--- src/rtl/dec5_digit_sequencer_pkg.sv ---
// Shared constants and state type for the BCD digit sequencer and the display path.
package dec5_digit_sequencer_pkg;

  typedef enum logic [1:0] {
    IDLE   = 2'd0,
    LAUNCH = 2'd1,
    WAIT   = 2'd2,
    DONE   = 2'd3
  } seq_state_e;

  // Start-to-ready cycle count of the serial div16by10 unit.
  localparam int DIV_LATENCY = 17;

  // Digit slots needed for a full 16-bit value (65535).
  localparam int NDIGITS_DEF = 5;

  // Code for a blanked leading digit; the display decoder renders it as off.
  localparam logic [3:0] BLANK_CODE_DEF = 4'hF;

  // Longest WAIT stay tolerated before giving up on the divider.
  localparam int WATCHDOG_DEF = 20;

endpackage

--- src/rtl/dec5_digit_sequencer.sv ---
// Drives the shared divide-by-ten unit repeatedly to turn a 16-bit value into
// BCD digits, least-significant digit first.
//
// state  | meaning
// -------+-------------------------------------------------------------
// IDLE   | ready for a request; results from the last conversion hold
// LAUNCH | one-cycle div_start with the current work value
// WAIT   | counting until div_ready, or until the watchdog expires
// DONE   | one-cycle done pulse, then back to IDLE
module dec5_digit_sequencer
  import dec5_digit_sequencer_pkg::*;
#(
  parameter int         NDIGITS    = NDIGITS_DEF,
  parameter logic [3:0] BLANK_CODE = BLANK_CODE_DEF,
  parameter int         WATCHDOG   = WATCHDOG_DEF
) (
  input  logic                   clk,
  input  logic                   reset,
  input  logic                   req_valid,
  input  logic [15:0]            req_value,
  input  logic                   req_blank,
  output logic                   req_ready,
  output logic [4*NDIGITS-1:0]   bcd,
  output logic [2:0]             digit_count,
  output logic                   done,
  output logic                   err,
  output logic                   busy,
  output logic                   div_start,
  output logic [15:0]            div_dividend,
  input  logic [15:0]            div_quotient,
  input  logic [3:0]             div_remainder,
  input  logic                   div_ready
);

  localparam logic [2:0] LAST_K = 3'(NDIGITS - 1);
  localparam logic [4:0] WD_LIM = 5'(WATCHDOG);

  seq_state_e           state_q, state_d;
  logic [4*NDIGITS-1:0] bcd_q, bcd_d;
  logic [2:0]           dc_q, dc_d;
  logic                 err_q, err_d;
  logic [15:0]          work_q, work_d;
  logic [2:0]           k_q, k_d;
  logic [4:0]           wait_q, wait_d;

  // State and datapath registers with synchronous reset.
  always_ff @(posedge clk) begin
    if (reset) begin
      state_q <= IDLE;
      bcd_q   <= '0;
      dc_q    <= '0;
      err_q   <= 1'b0;
      work_q  <= '0;
      k_q     <= '0;
      wait_q  <= '0;
    end else begin
      state_q <= state_d;
      bcd_q   <= bcd_d;
      dc_q    <= dc_d;
      err_q   <= err_d;
      work_q  <= work_d;
      k_q     <= k_d;
      wait_q  <= wait_d;
    end
  end

  // Next-state and datapath updates; div_ready is only trusted in WAIT because
  // the free-running divider also pulses ready on its own.
  always_comb begin
    state_d = state_q;
    bcd_d   = bcd_q;
    dc_d    = dc_q;
    err_d   = err_q;
    work_d  = work_q;
    k_d     = k_q;
    wait_d  = wait_q;
    case (state_q)
      IDLE: begin
        if (req_valid) begin
          work_d = req_value;
          k_d    = '0;
          err_d  = 1'b0;
          for (int i = 0; i < NDIGITS; i++) begin
            bcd_d[4*i +: 4] = req_blank ? BLANK_CODE : 4'h0;
          end
          state_d = LAUNCH;
        end
      end
      LAUNCH: begin
        wait_d  = '0;
        state_d = WAIT;
      end
      WAIT: begin
        wait_d = wait_q + 5'd1;
        if (div_ready) begin
          for (int i = 0; i < NDIGITS; i++) begin
            if (k_q == 3'(i)) bcd_d[4*i +: 4] = div_remainder;
          end
          work_d = div_quotient;
          if ((div_quotient == 16'd0) || (k_q == LAST_K)) begin
            dc_d    = k_q + 3'd1;
            state_d = DONE;
          end else begin
            k_d     = k_q + 3'd1;
            state_d = LAUNCH;
          end
        end else if (wait_d == WD_LIM) begin
          err_d   = 1'b1;
          dc_d    = k_q;
          state_d = DONE;
        end
      end
      DONE: begin
        state_d = IDLE;
      end
      default: begin
        state_d = IDLE;
      end
    endcase
  end

  assign req_ready    = (state_q == IDLE);
  assign busy         = (state_q != IDLE);
  assign done         = (state_q == DONE);
  assign div_start    = (state_q == LAUNCH);
  assign div_dividend = work_q;
  assign bcd          = bcd_q;
  assign digit_count  = dc_q;
  assign err          = err_q;

endmodule

--- config.mk ---
export PLATFORM = sky130hd
export DESIGN_NAME = dec5_digit_sequencer
export DESIGN_NICKNAME = d
export VERILOG_FILES = /design/src/rtl/dec5_digit_sequencer_pkg.sv /design/src/rtl/dec5_digit_sequencer.sv
export SDC_FILE = /design/constraint.sdc
export NUM_CORES = 1
export LEC_CHECK = 0
export ABC_AREA = 1
export BUFFER_PORTS_ARGS = -buffer_cell sky130_fd_sc_hd__buf_2
export CELL_PAD_IN_SITES_DETAIL_PLACEMENT = 0
export CELL_PAD_IN_SITES_GLOBAL_PLACEMENT = 1
export CORE_UTILIZATION = 37
export DETAILED_ROUTE_END_ITERATION = 10
export PLACE_DENSITY_LB_ADDON = 0.05
export SETUP_SLACK_MARGIN = 0.1
export SKIP_CTS_REPAIR_TIMING = 1
export SLEW_MARGIN = 20
export SYNTH_ARGS = -nofsm -noshare
export SYNTH_HDL_FRONTEND = slang
export SYNTH_SLANG_ARGS = --single-unit
--- constraint.sdc ---
create_clock -name clk -period 3.9 [get_ports clk]
set_input_delay 1.17 -clock clk [delete_from_list [all_inputs] [get_ports clk]]
set_output_delay 1.17 -clock clk [all_outputs]
set_load 0.1 [all_outputs]
==> reports/qor.csv, run 1 <==
metric,value,unit
"EDFF count, synth",0,
Synth Area per Inst,7.30,sq um
Synth cell types,28,
routability cong.,0.744,
ys flop type,dfxtp_1,
DIE AREA,6840,sq um
Slew HR,52.9,%
H-tree Lvls,2,
CP endpoint kind,output port,
R2R depth,8,
Startpoint Class,flip-flop,
largest net degree at the start of global routing,33,
min Tclk post-route,2.75,ns
drt first-iter violations,83,
Die H,82.7,microns
Final ANT Viol Nets,0,
CTS Buffer Depth,2,
Final Cell Area,2970,sq um
Simple-Gate Fraction of Synth Area,27.4,%
worst-path fanout max,4,
Post-synth ARST share,0,%
syn nets,381,
Critical R2R Capture,div_dividend[8],
DIE WIDTH,82.7,microns
drt pass-1 iters,4,
Hold/Removal Path Class,reg2reg,
# DRC,0,
Clock Skews,0.00499,ns
Post-Synth Adder-Cell Area,5.19,%
number of antenna violations at the first check in global routing,0,
"Cell Count, Final, Fillers Out",490,
I/O pin cnt,85,
end point of the critical path,busy,
share of cells above drive strength 1,28.3,%
clock sink total,50,
post-DR vias/cell,4.79,
post-DR wirelength/cell,12.0,microns
met3 usage,4.95,%
Seq cells post-synth,50,
Reg2Reg Setup Slack,1.89,ns
largest area contributor in the netlist,dfxtp_1,
multi-input logic area,1240,sq um
period utilisation layout,70.6,%
Top Usage Layer GRT,met2,
highest clock rate,363,MHz
RSZ-0062 raised after global routing,no,
Setup Total Neg Slack,0,ns
Post-synth top cells,"nand2_1, nor2_1, dfxtp_1",
core area,6310,sq um
CTS root buf,clkbuf_8,
total wire length,5880,microns
placed inst area,2880,sq um
GR Util All Layers,18.4,%
Post-Synth XOR/XNOR Area,0.727,%
CP Launch Point,state_q[0],
Antenna Cells,0,
Setup CP Type,reg2out,
vias,2346,
worst hold stages,2,
share of the synthesized area in the top cell type,41.5,%
Critical Path AT,1.58,ns
Max Slew Vio Count,0,
CTS tree,yes,
PortBufs,84,
layout overhead on the synthesized area,23.3,%
reg2reg start,state_q[0],
Inst Count DP,482,
register area,1000,sq um
Area contributors post-synth,"dfxtp_1, nand2_1, nor2_1, ha_1, o21ai_0",
post-DP HPWL,4370,microns
nets,463,
Synth Warn #,0,
number of buffers created by CTS,5,
count of final hold-check violations,0,
Clock Latency Late Sink,0.30,ns
post-synthesis mux area share,0,%
number of global-route vias before repair,2156,
Mapped Cells,330,
worst-margin pin slew,0.706,ns
"count leader, synth",nand2_1,
Std-Cell Rows,29,
largest family of logic cells by synthesized area,simple AND/OR/NAND/NOR gates,
number of fillers in the final layout,690,
"Seq/Total Area, Yosys",41.5,%
Compound-Gate Fraction of Synth Area,18.2,%
first-pass GRT wire length,9540,microns
met1 Track Usage GR,21.5,%
CP Data Required Time,2.73,ns
Max Cap Violations,0,
# setup viols final,0,
Starting Density,38.2,%
routing usage on met2,32.8,%
Mapped Area,2410,sq um
Worst-path clk slew,0.09,ns
gr ovfl total,0,
outcome,finished clean,
Min Hold Slack,0.483,ns
worst min-delay path by stage:
| stage | from | endpoint | slack [ns] |
|---|---|---|---|
| after CTS | bcd[12] | bcd[12] | 0.49 |
| after global placement | bcd[18] | bcd[18] | 0.46 |
| after detailed placement | bcd[12] | bcd[12] | 0.47 |
| final | bcd[19] | bcd[19] | 0.48 |
| after global routing | wait_q[4] | wait_q[4] | 0.52 |
| after floorplan | wait_q[3] | wait_q[3] | 0.45 |
metrics by stage:
| stage | worst slack (ns) | util, % |
|---|---|---|
| after floorplan | 0.960 | - |
| after global placement | 1.44 | 45.6 |
| after detailed placement | 1.38 | 45.6 |
| after CTS | 1.13 | 47.1 |
| after global routing | 1.09 | 47.1 |
| final | 1.15 | 47.1 |
registers in the layout (all words and copies together) (netlist names):
name	flops
wait_q	5
div_dividend	16
digit_count	3
err	1
bcd	20
k_q	3
state_q	2
placed cells by master, fill, tap and decap left out, types with 3 or more instances in the layout:
| cell type | count |
|---|---|
| o21ai_1 | 14 |
| buf_4 | 3 |
| a21oi_1 | 12 |
| clkbuf_8 | 6 |
| a31oi_1 | 17 |
| buf_2 | 84 |
| or2_2 | 3 |
| dfxtp_1 | 50 |
| nand4_1 | 3 |
| nand3_1 | 9 |
| nand2_4 | 4 |
| o21ai_2 | 3 |
| nand2_1 | 71 |
| inv_1 | 19 |
| o21ai_0 | 25 |
| nor2_1 | 61 |
| inv_2 | 7 |
| ha_1 | 10 |
cell type report:
cell class	instances	area share [%]
flip-flops and latches	50	33.7
well taps	77	3.24
multi-input cells	242	41.8
repair buffers	87	14.9
clock inverters	1	0.168
clock buffers	7	2.91
inverters	26	3.28
worst max-delay path, stage by stage (launching register included):
cell and delay [ns]:
dfxtp_1 0.39, inv_1 0.09, ha_1 0.26, inv_2 0.10
buf_2 0.43
cells by family (layout without fill, tap and decap cells):
kind of cell,after synthesis,after routing
simple gates,155,155
compound gates,75,75
fa+ha+maj,10,10
flops,50,50
buf+inv,38,121
xor+xnor,2,2
metal layers:
| layer | routed length (microns) | part of all wire [%] |
|---|---|---|
| met1 | 2790 | 47 |
| met2 | 2640 | 45 |
| met3 | 387 | 6.6 |
| met4 | 58 | 0.99 |
| met5 | 0 | 0 |
Power of run 1 is left out: the tool's default activity adds up to more than one toggle a clock period on the data nets, which glitch-free logic cannot reach.
==> run 2, diff against run 1 <==
--- a/config.mk
+++ b/config.mk
@@ -9,7 +9,7 @@
 export BUFFER_PORTS_ARGS = -buffer_cell sky130_fd_sc_hd__buf_2
 export CELL_PAD_IN_SITES_DETAIL_PLACEMENT = 0
 export CELL_PAD_IN_SITES_GLOBAL_PLACEMENT = 1
-export CORE_UTILIZATION = 37
+export CORE_UTILIZATION = 31
 export DETAILED_ROUTE_END_ITERATION = 10
 export PLACE_DENSITY_LB_ADDON = 0.05
 export SETUP_SLACK_MARGIN = 0.1
==> constraint.sdc (replaced) <==
create_clock -name clk -period 2.5 [get_ports clk]
set_input_delay 0.75 -clock clk [delete_from_list [all_inputs] [get_ports clk]]
set_output_delay 0.75 -clock clk [all_outputs]
set_load 0.1 [all_outputs]
==> run 2 against run 1 <==
  * Core utilization down 5.6 points
  * Via count grew 0.77%
  * Global-route usage fell by 2.0 points
  * Register-to-register slack got worse by 1.4 ns
  * Worst setup slack worse by 0.91 ns
  * Wire length up 11%
  * Non-clock buffer count did not move
  * Sequential share of layout area down 0.90 points
  * First-iteration DRC count rose by 3.6%
  * Sequential cell count did not move
==> reports/qor.csv, run 2 (synthesis gave the netlist of run 1 again) <==
metric,value,unit,change
max reg flops,20,,unchanged
H-tree Lvls,2,,unchanged
PortBufs,84,,unchanged
drt first-iter violations,86,,+3.6%
DIE WIDTH,90.2,microns,+9.0%
total wire length,6550,microns,+11%
min Tclk post-route,2.26,ns,
vias,2364,,+0.77%
DIE AREA,8130,sq um,+19%
"most common cell after layout, fill and taps aside",buf_2,,
Max Cap Violations,0,,unchanged
count of final hold-check violations,0,,unchanged
drt pass-1 iters,4,,unchanged
CTS Buffer Depth,2,,unchanged
routability cong.,0.748,,+0.43%
Clock Latency Late Sink,0.30,ns,about the same
Critical Path AT,1.51,ns,-0.07 ns
Hold/Removal Path Class,reg2reg,,
Antenna Cells,0,,unchanged
share of cells above drive strength 1,28.8,%,+0.48 points
Std-Cell Rows,31,,+6.9%
most frequent cells in the layout,"buf_2, nand2_1, nor2_1, dfxtp_1, o21ai_0",,
RSZ-0062 raised after global routing,no,,
number of antenna violations at the first check in global routing,0,,unchanged
Starting Density,32.7,%,-5.5 points
Startpoint Class,flip-flop,,
first-pass GRT wire length,10700,microns,+12%
# DRC,0,,unchanged
post-DP HPWL,4910,microns,+12%
Inst Count DP,504,,+4.6%
Setup CP Type,reg2out,,
CTS root buf,clkbuf_8,,
period utilisation layout,90.4,%,
CP Data Required Time,1.75,ns,-0.98 ns
number of global-route vias before repair,2180,,+1.1%
layout overhead on the synthesized area,26.7,%,
nets,463,,unchanged
core area,7370,sq um,+17%
Final ANT Viol Nets,0,,unchanged
"Cell Count, Final, Fillers Out",512,,+4.5%
outcome,finished clean,,
gr ovfl total,0,,unchanged
I/O pin cnt,85,,unchanged
post-DR wirelength/cell,12.8,microns,+6.7%
clock sink total,50,,unchanged
highest clock rate,443,MHz,
CP endpoint kind,output port,,
Slew HR,66.9,%,+14 points
GR Util All Layers,16.3,%,-2.0 points
worst-margin pin slew,0.500,ns,-0.206 ns
Worst-path clk slew,0.10,ns,about the same
# setup viols final,0,,unchanged
Setup Total Neg Slack,0,ns,unchanged
post-DR vias/cell,4.62,,-3.6%
Die H,90.2,microns,+9.0%
CTS tree,yes,,
largest net degree at the start of global routing,33,,unchanged
worst-path fanout max,4,,unchanged
Clock Skews,0.00600,ns,+0.00101 ns
number of buffers created by CTS,5,,unchanged
Max Slew Vio Count,0,,unchanged
-- run 2: cell count changes in the layout (fill, tap and decap cells not counted), sizes merged --
cell / delta
clkbuf: -1
clkinv: -1
bufinv: +2
-- run 2: critical path, cell delays in order (launching register included) --
cell     delay (ns)
dfxtp_1        0.39
inv_1          0.09
ha_2           0.22
inv_2          0.08
buf_2          0.43
-- run 2: final timing paths --
path | from | end | slack (ns) | cells past startpoint
max | state_q[0] | busy | 0.24 | 4
min | wait_q[3] | wait_q[3] | 0.49 | 2
max reg2reg | state_q[0] | div_dividend[7] | 0.51 | 7
min reg2reg | wait_q[3] | wait_q[3] | 0.49 | 2
-- run 2: routing by layer --
| layer | vias up | GRT usage, % | wire length [microns] |
|---|---|---|---|
| met5 | - | 0 | 0 |
| met4 | 0 | 3.23 | 24 |
| met1 | 1076 | 22.0 | 3200 |
| li1 | 1241 | - | - |
| met2 | 45 | 27.2 | 3080 |
| met3 | 2 | 3.05 | 251 |
-- run 2: layout make-up --
| class | instances | area (sq um) |
|---|---|---|
| tap | 99 | 124 |
| sequential | 50 | 1000 |
| clock buffer | 6 | 82.6 |
| inverter | 26 | 97.6 |
| clock inverter | 2 | 60.1 |
| multi-input combinational | 242 | 1240 |
| fill | 825 | 4320 |
| timing repair buffer | 87 | 443 |
-- run 2: per-stage QoR --
stage	hold WS [ns]	area, sq um	util [%]	worst slack, ns
floorplan	0.451	2410	-	0.263
global placement	0.460	2910	39.5	0.560
detailed placement	0.474	2910	39.5	0.484
CTS	0.489	3050	41.4	0.226
global route	0.519	3050	41.4	0.140
finish	0.487	3050	41.4	0.240
Power of run 2 is left out for the same reason.
==> run 3, diff against run 2 <==
--- a/config.mk
+++ b/config.mk
@@ -9,10 +9,10 @@
 export BUFFER_PORTS_ARGS = -buffer_cell sky130_fd_sc_hd__buf_2
 export CELL_PAD_IN_SITES_DETAIL_PLACEMENT = 0
 export CELL_PAD_IN_SITES_GLOBAL_PLACEMENT = 1
-export CORE_UTILIZATION = 31
+export CORE_UTILIZATION = 30
+export CTS_CLUSTER_DIAMETER = 150
 export DETAILED_ROUTE_END_ITERATION = 10
 export PLACE_DENSITY_LB_ADDON = 0.05
-export SETUP_SLACK_MARGIN = 0.1
 export SKIP_CTS_REPAIR_TIMING = 1
 export SLEW_MARGIN = 20
 export SYNTH_ARGS = -nofsm -noshare
==> run 3 against run 2 <==
  * Register-to-register slack better by 0.09 ns
  * Non-clock buffer count unchanged
  * Core utilization is 2.7 points lower
  * Worst setup slack got worse by 0.016 ns
  * Critical path depth unchanged
  * Via count is 0.42% lower
  * Global-route usage fell by 0.12 points
  * Maximum frequency decreased by 0.72%
  * Die area increased by 3.3%
  * Cell area decreased by 1.5%
  * Cell count up 0.59%
  * Count of clock-buffer cells in the layout down 1
  * Critical endpoint unchanged
  * Highest routed layer unchanged
==> reports/qor.csv, run 3 (synthesis gave the netlist of run 1 again) <==
metric,value,unit,change
outcome,finished clean,,
"most common cell after layout, fill and taps aside",buf_2,,
DIE AREA,8400,sq um,+3.3%
Final Cell Area,3010,sq um,-1.5%
nets,463,,unchanged
share of cells above drive strength 1,28.8,%,unchanged
Critical Path AT,1.53,ns,+0.02 ns
reg2reg start,state_q[0],,
number of buffers created by CTS,5,,unchanged
number of antenna violations at the first check in global routing,0,,unchanged
met1 Track Usage GR,21.6,%,-0.38 points
post-DR vias/cell,4.57,,-1.0%
core area,7770,sq um,+5.4%
CP Launch Point,state_q[0],,
GR Util All Layers,16.2,%,-0.12 points
number of global-route vias before repair,2258,,+3.6%
register area,1000,sq um,unchanged
worst stage delay on the critical path,0.43,ns,about the same
placed inst area,2910,sq um,+0.13%
H-tree Lvls,2,,unchanged
Critical-path top delay cell,buf_2,,
clock sink total,50,,unchanged
Clock Latency Late Sink,0.31,ns,about the same
# setup viols final,0,,unchanged
drt first-iter violations,66,,-23%
post-DP HPWL,4780,microns,-2.7%
layout overhead on the synthesized area,24.8,%,
vias,2354,,-0.42%
max reg flops,20,,unchanged
total wire length,6450,microns,-1.5%
Critical R2R Capture,div_dividend[8],,
Slew HR,66.4,%,-0.54 points
min Tclk post-route,2.28,ns,+0.0163 ns
Final ANT Viol Nets,0,,unchanged
gr ovfl total,0,,unchanged
multi-input logic area,1240,sq um,unchanged
Antenna Cells,0,,unchanged
largest net degree at the start of global routing,33,,unchanged
highest clock rate,439,MHz,-0.72%
Starting Density,31.0,%,-1.7 points
R2R depth,7,,unchanged
first-pass GRT wire length,10800,microns,+1.2%
post-DR wirelength/cell,12.5,microns,-2.1%
Setup CP Type,reg2out,,
number of fillers in the final layout,869,,+5.3%
Clock Skews,0.0155,ns,+0.00948 ns
count of final hold-check violations,0,,unchanged
CP Data Required Time,1.75,ns,about the same
# DRC,0,,unchanged
period utilisation layout,91.0,%,+0.65 points
CTS tree,yes,,
drt pass-1 iters,4,,unchanged
routing usage on met2,26.4,%,-0.79 points
CTS Buffer Depth,2,,unchanged
PortBufs,84,,unchanged
most frequent cells in the layout,"buf_2, nand2_1, nor2_1, dfxtp_1, o21ai_0",,
Std-Cell Rows,32,,+3.2%
Max Slew Vio Count,0,,unchanged
Startpoint Class,flip-flop,,
CTS root buf,clkbuf_8,,
met3 usage,3.65,%,+0.60 points
Top Usage Layer GRT,met2,,
crit path cell chain,inv_1 > ha_2 > inv_2 > buf_2,,
RSZ-0062 raised after global routing,no,,
Reg2Reg Setup Slack,0.60,ns,+0.09 ns
worst-path fanout max,4,,unchanged
Max Cap Violations,0,,unchanged
I/O pin cnt,85,,unchanged
Hold/Removal Path Class,reg2reg,,
worst-margin pin slew,0.508,ns,+0.00813 ns
Setup Total Neg Slack,0,ns,unchanged
Worst-path clk slew,0.11,ns,about the same
routability cong.,0.752,,+0.58%
Die H,91.6,microns,+1.6%
DIE WIDTH,91.6,microns,+1.6%
end point of the critical path,busy,,
CP endpoint kind,output port,,
[run 3: area by class of cell]
type	count	share of cell area [%]
Multi-Input combinational cell	242	41.4
Sequential cell	50	33.3
Timing Repair Buffer	87	14.7
Tap cell	102	4.24
Inverter	26	3.24
Clock buffer	5	2.29
Clock inverter	3	0.832
[run 3: worst max-delay path, delay by kind of cell (launching register included)]
family	cells	cell delay (ns)
buffers and inverters	3	0.62
adder cells (fa/ha/maj)	1	0.22
flip-flops	1	0.40
[run 3: worst min path at each step]
stage | from | end | slack [ns] | depth (start not counted)
2_1_floorplan | wait_q[3] | wait_q[3] | 0.45 | 2
3_3_place_gp | bcd[12] | bcd[12] | 0.46 | 2
3_5_place_dp | bcd[15] | bcd[15] | 0.47 | 2
4_1_cts | bcd[18] | bcd[18] | 0.49 | 2
5_1_grt | bcd[15] | bcd[15] | 0.52 | 2
6_report | bcd[15] | bcd[15] | 0.49 | 2
[run 3: per-layer routing]
layer  part of all wire [%]  wire, microns
met5                      0              0
met4                    1.1             69
met3                    5.2            336
met2                     43           2800
met1                     50           3250
[run 3: through the flow]
stage          setup WS, ns  util [%]  instances  hold slack [ns]
2_1_floorplan         0.263         -        330            0.451
3_3_place_gp          0.602      37.5        507            0.461
3_5_place_dp          0.558      37.5        507            0.467
4_1_cts               0.210      38.7        515            0.493
5_1_grt               0.146      38.7        515            0.518
6_report              0.224      38.7        515            0.487
Power of run 3 is left out for the same reason.
